### src/rtl/angle_frame_pkg.sv
// Shared definitions for the angle-frame transmitter and parser: framing
// constants, byte positions within the 11-byte frame, and the FSM state type.
package angle_frame_pkg;

    localparam logic [7:0] HEADER_BYTE     = 8'h55;
    localparam logic [7:0] FRAME_TYPE_BYTE = 8'h53;
    localparam int         FRAME_LEN       = 11;

    localparam logic [3:0] IDX_HEADER = 4'd0;
    localparam logic [3:0] IDX_TYPE   = 4'd1;
    localparam logic [3:0] ROLL_L     = 4'd2;
    localparam logic [3:0] ROLL_H     = 4'd3;
    localparam logic [3:0] PITCH_L    = 4'd4;
    localparam logic [3:0] PITCH_H    = 4'd5;
    localparam logic [3:0] YAW_L      = 4'd6;
    localparam logic [3:0] YAW_H      = 4'd7;
    localparam logic [3:0] TEMP_L     = 4'd8;
    localparam logic [3:0] TEMP_H     = 4'd9;
    localparam logic [3:0] SUM        = 4'd10;

    typedef enum logic {
        ST_IDLE = 1'b0,
        ST_SEND = 1'b1
    } frame_state_e;

    // Modulo-256 sum of the two bytes of a 16-bit word.
    function automatic logic [7:0] word_byte_sum(input logic [15:0] w);
        return w[7:0] + w[15:8];
    endfunction

endpackage

### src/rtl/angle_frame_tx.sv
// Angle-frame transmitter: snapshots roll/pitch/yaw/temp on a request and
// streams the 11-byte frame (header, type, four LE words, checksum) out over
// a valid/ready byte handshake. Optional free-running timer issues requests.
module angle_frame_tx
    import angle_frame_pkg::*;
#(
    parameter logic [7:0]  HEADER      = HEADER_BYTE,
    parameter logic [7:0]  FRAME_TYPE  = FRAME_TYPE_BYTE,
    parameter int unsigned AUTO_PERIOD = 0
) (
    input  logic               clk,
    input  logic               rst,
    input  logic               send,
    input  logic signed [15:0] roll,
    input  logic signed [15:0] pitch,
    input  logic signed [15:0] yaw,
    input  logic signed [15:0] temp,
    output logic        [7:0]  tx_data,
    output logic               tx_valid,
    input  logic               tx_ready,
    output logic               busy,
    output logic               frame_done
);

    localparam logic [3:0] LAST_IDX = 4'(FRAME_LEN - 1);

    frame_state_e      state, state_nxt;
    logic [3:0]        idx, idx_nxt;
    logic              start;
    logic              last_xfer;
    logic              pending;
    logic              auto_wrap;
    logic [7:0]        byte_mux;

    logic signed [15:0] roll_p0, pitch_p0, yaw_p0, temp_p0;
    logic        [7:0]  sum_p0;

    // Checksum of bytes 0..9 for a given set of words, carries discarded.
    function automatic logic [7:0] frame_checksum(input logic [15:0] r,
                                                  input logic [15:0] p,
                                                  input logic [15:0] y,
                                                  input logic [15:0] t);
        return HEADER + FRAME_TYPE + word_byte_sum(r) + word_byte_sum(p)
             + word_byte_sum(y) + word_byte_sum(t);
    endfunction

    // Auto-send timer: wraps 0..AUTO_PERIOD-1, absent when AUTO_PERIOD is 0.
    generate
        if (AUTO_PERIOD > 0) begin : g_auto
            localparam int CNT_W = (AUTO_PERIOD > 1) ? $clog2(AUTO_PERIOD) : 1;
            localparam logic [CNT_W-1:0] CNT_LAST = CNT_W'(AUTO_PERIOD - 1);
            logic [CNT_W-1:0] auto_cnt;

            // Free-running period counter.
            always_ff @(posedge clk) begin
                if (rst)
                    auto_cnt <= '0;
                else if (auto_cnt == CNT_LAST)
                    auto_cnt <= '0;
                else
                    auto_cnt <= auto_cnt + 1'b1;
            end

            assign auto_wrap = (auto_cnt == CNT_LAST);
        end else begin : g_no_auto
            assign auto_wrap = 1'b0;
        end
    endgenerate

    // Pending request: set by timer wraps, collapsed to one, cleared when a frame starts.
    always_ff @(posedge clk) begin
        if (rst)
            pending <= 1'b0;
        else if (start)
            pending <= 1'b0;
        else if (auto_wrap)
            pending <= 1'b1;
    end

    // Control registers: FSM state, byte index and the end-of-frame pulse.
    always_ff @(posedge clk) begin
        if (rst) begin
            state      <= ST_IDLE;
            idx        <= '0;
            frame_done <= 1'b0;
        end else begin
            state      <= state_nxt;
            idx        <= idx_nxt;
            frame_done <= last_xfer;
        end
    end

    // ---- stage p0: frame snapshot and checksum captured at frame start ----
    always_ff @(posedge clk) begin
        if (start) begin
            roll_p0  <= roll;
            pitch_p0 <= pitch;
            yaw_p0   <= yaw;
            temp_p0  <= temp;
            sum_p0   <= frame_checksum(roll, pitch, yaw, temp);
        end
    end

    // Byte selection by frame position, from the snapshot only.
    always_comb begin
        byte_mux = '0;
        case (idx)
            IDX_HEADER: byte_mux = HEADER;
            IDX_TYPE:   byte_mux = FRAME_TYPE;
            ROLL_L:     byte_mux = roll_p0[7:0];
            ROLL_H:     byte_mux = roll_p0[15:8];
            PITCH_L:    byte_mux = pitch_p0[7:0];
            PITCH_H:    byte_mux = pitch_p0[15:8];
            YAW_L:      byte_mux = yaw_p0[7:0];
            YAW_H:      byte_mux = yaw_p0[15:8];
            TEMP_L:     byte_mux = temp_p0[7:0];
            TEMP_H:     byte_mux = temp_p0[15:8];
            SUM:        byte_mux = sum_p0;
            default:    byte_mux = '0;
        endcase
    end

    // Next-state and handshake outputs; index moves only on an accepted byte.
    always_comb begin
        state_nxt = state;
        idx_nxt   = idx;
        start     = 1'b0;
        last_xfer = 1'b0;
        tx_valid  = 1'b0;
        tx_data   = '0;
        case (state)
            ST_IDLE: begin
                if (send || pending) begin
                    start     = 1'b1;
                    state_nxt = ST_SEND;
                    idx_nxt   = '0;
                end
            end
            ST_SEND: begin
                tx_valid = 1'b1;
                tx_data  = byte_mux;
                if (tx_ready) begin
                    if (idx == LAST_IDX) begin
                        state_nxt = ST_IDLE;
                        idx_nxt   = '0;
                        last_xfer = 1'b1;
                    end else begin
                        idx_nxt = idx + 4'd1;
                    end
                end
            end
            default: state_nxt = ST_IDLE;
        endcase
    end

    assign busy = tx_valid;

endmodule
### config.mk
export PLATFORM = sky130hd
export DESIGN_NAME = angle_frame_tx
export DESIGN_NICKNAME = d
export VERILOG_FILES = /design/src/rtl/angle_frame_pkg.sv /design/src/rtl/angle_frame_tx.sv
export SDC_FILE = /design/constraint.sdc
export NUM_CORES = 1
export LEC_CHECK = 0
export CAP_MARGIN = 20
export CELL_PAD_IN_SITES_DETAIL_PLACEMENT = 1
export CELL_PAD_IN_SITES_GLOBAL_PLACEMENT = 2
export CORE_ASPECT_RATIO = 1.75
export CORE_UTILIZATION = 36
export CTS_CLUSTER_SIZE = 12
export DETAILED_ROUTE_END_ITERATION = 7
export PLACE_DENSITY = 0.8
export SYNTH_ARGS = -nofsm -noshare
export SYNTH_HDL_FRONTEND = slang
export SYNTH_SLANG_ARGS = --single-unit
### constraint.sdc
create_clock -name clk -period 7.8 [get_ports clk]
set_input_delay 2.34 -clock clk [delete_from_list [all_inputs] [get_ports clk]]
set_output_delay 2.34 -clock clk [all_outputs]
set_load 0.005 [all_outputs]
==> metrics <==
Clock H-tree levels 3; final core utilization a little under half; WL per Instance ~18 um; Critical Path End Type register; sum of negative setup slack 0 ns; IO buf count a little under 80; Yosys warnings 0; Worst Path Buf+Inv 5; RSZ-0062 raised after global routing false; Initial Util between 30% and 40%; worst min path class register to register; Pwr Density 256 nW/um^2; postcts setup bufs 0; Power Total 1.52 mW; initial antenna violation count 0; Design Area, Final 5940 sq um; Pleak 2.31 nW; clk slew on worst S/H paths ~0.07 ns; Post-CTS Hold Fix Bufs 0; worst hold slack 0.621 ns; dpl cells about 610; gr usage total 19.2%; Clock Tree Buf Depth 2; Crit path required time 7.89 ns; Mapped Cells 378; Reg power frac 36.2%; nets ~580; worst vdd ir between 0.1 and 0.15 mV; drt drc 0; CP arrival around 6.1 ns; crit path max fanout 2; Yosys top cell area share around 46%; CP Launch Type primary input; Fill cells ~1400; largest net degree at the start of global routing 38; Fmax achieved about 0.17 GHz; largest cells by area after synthesis edfxtp_1 46%, fa_1 16%, inv_1 6.3%; Num CTS Buffers 9; Post-synth EDFFs 72; number of DRC markers in iteration 0 90; Layout Cells excl Fill approximately 630; Die Ht ~150 um; grt ovf 0; max_cap viols 0; skew final 0.00865 ns; Core Footprint 12600 sq um; Worst Tran Pin Value 0.837 ns; Antenna Cells 0; CTS tree yes; drt total wl approximately 11 mm; final worst setup slack 1.83 ns; synthesized area roughly 4700 sq um; dpl cell area about 5600 sq um; worst path cell trace clkdlybuf4s50_1 > fa_1 > inv_1 > fa_1 > inv_1 > fa_1 > inv_1 > fa_1 > inv_1 > ha_1 > a21o_1 > a21oi_1 > o21bai_1 > a21oi_1 > xnor2_1; DP Worst Slack around 1.4 ns; status finished, final reports clean; asr flop ratio synth 0%; switching power total 0.461 mW; Post-Syn Area per Cell approximately 12 sq um; Post-Syn Nets 499; DPL Wire Length ~9 mm; most frequent cells in the layout 79 x inv_1, 78 x clkdlybuf4s50_1, 72 x edfxtp_1; IO Count between 70 and 80; clock latency on the worst-skew pair roughly 0.34 ns; cell-internal power between 1 and 1.5 mW; clock power share a little under 30%; combinational power share 34.1%; Synth area leader edfxtp_1; period utilisation layout about three quarters; first-pass GRT wire length ~19 mm; Tmin final ~6.0 ns; final hold viol count 0; DR vias about 3000; P&R area growth vs syn 26.3%; commonest non-fill, non-tap cell in the layout inv_1; Setup-failing EPs final 0; Vias/cell about 5; Resized Gates After CTS 0; Synth cell types 50; vias in the first global route 3556; FF+latch count, synth ~80; layout cells sized above 1 6.75%; die width 88.4 um; antenna-violating nets left 0; Top FF cell, synth edfxtp_1; Rows 54; Slew HR 44.2%; Root Driver clkbuf_16; clock sinks between 70 and 80; Worst path slowest cell fa_1; post-synthesis sequential area ratio roughly half; CP delay by family, top adder cells; CP max stage delay roughly 0.56 ns; Sw Share around 30%; first-pass detailed-route iteration total 4; Routability Congestion between 0.7 and 0.8; Crit Path Category primary input to register; Pins Over Slew Limit 0; die area about 14000 sq um
[worst min-delay path: cells and delay by family, from the launching register on]
| family | cells | cell delay, ns |
|---|---|---|
| simple gates | 1 | 0.11 |
| compound gates | 1 | 0.06 |
| flops | 1 | 0.41 |
[power groups by stage]
stage          sequential (mW)  clock [mW]  combinational, mW
4_1_cts                  0.550       0.460              0.536
6_report                 0.549       0.451              0.518
3_3_place_gp             0.556           0              0.499
2_1_floorplan            0.551           0              0.356
3_5_place_dp             0.558           0              0.530
5_1_grt                  0.552       0.479              0.597
[logic make-up after synthesis]
| group | synth area share [%] |
|---|---|
| multiplexers | 3.17 |
| buffers and inverters | 9.00 |
| XOR/XNOR | 3.35 |
| adder cells (fa/ha/maj) | 20.2 |
| AO/OA/AOI/OAI | 9.19 |
| AND/OR/NAND/NOR | 6.55 |
| flip-flops | 48.6 |
[area by class of cell]
class,instances,area (sq um),share of cell area (%)
Clock buffer,9,225,3.79
Clock inverter,7,96.3,1.62
Timing Repair Buffer,82,823,13.9
Tap cell,168,210,3.54
Inverter,79,297,4.99
Sequential cell,78,2280,38.5
Multi-Input combinational cell,204,2000,33.7
[worst paths after layout]
check | start | cells past startpoint | endpoint | slack, ns
hold / removal | state | 2 | idx[1] | 0.62
hold reg to reg | state | 2 | idx[1] | 0.62
setup / recovery | yaw[11] | 15 | sum_p0[7] | 1.83
setup reg to reg | idx[1] | 5 | idx[1] | 5.96
[cell usage after synthesis, drive strengths merged, types with 2 or more instances]
master / n
a211oi: 2
a21o: 2
a21oi: 24
a221oi: 2
a22o: 7
a22oi: 3
a311oi: 2
a32oi: 2
buf: 14
clkbuf: 3
dfxtp: 6
edfxtp: 72
fa: 38
ha: 15
inv: 79
mux2: 5
mux2i: 7
nand2: 11
nand2b: 4
nand3: 4
nand3b: 5
nor2: 14
nor2b: 5
nor3: 4
nor3b: 3
o21ai: 9
o2bb2ai: 3
xnor2: 15
xor2: 3
[metal layers]
layer | track usage (%) | wire length [um] | vias to the layer above | part of all wire [%]
met3 | 3.35 | 391 | 22 | 3.4
met5 | 0 | 0 | - | 0
li1 | - | - | 1426 | -
met2 | 35.5 | 6630 | 87 | 58
met1 | 20.4 | 4010 | 1522 | 35
met4 | 8.76 | 382 | 0 | 3.3
[registers in the layout (all words and copies together), names as in the netlist]
name        flops
state           1
idx             4
sum_p0          8
roll_p0        16
frame_done      1
yaw_p0         16
temp_p0        16
pitch_p0       16
Note: power is estimated with default switching activity, not from simulation.
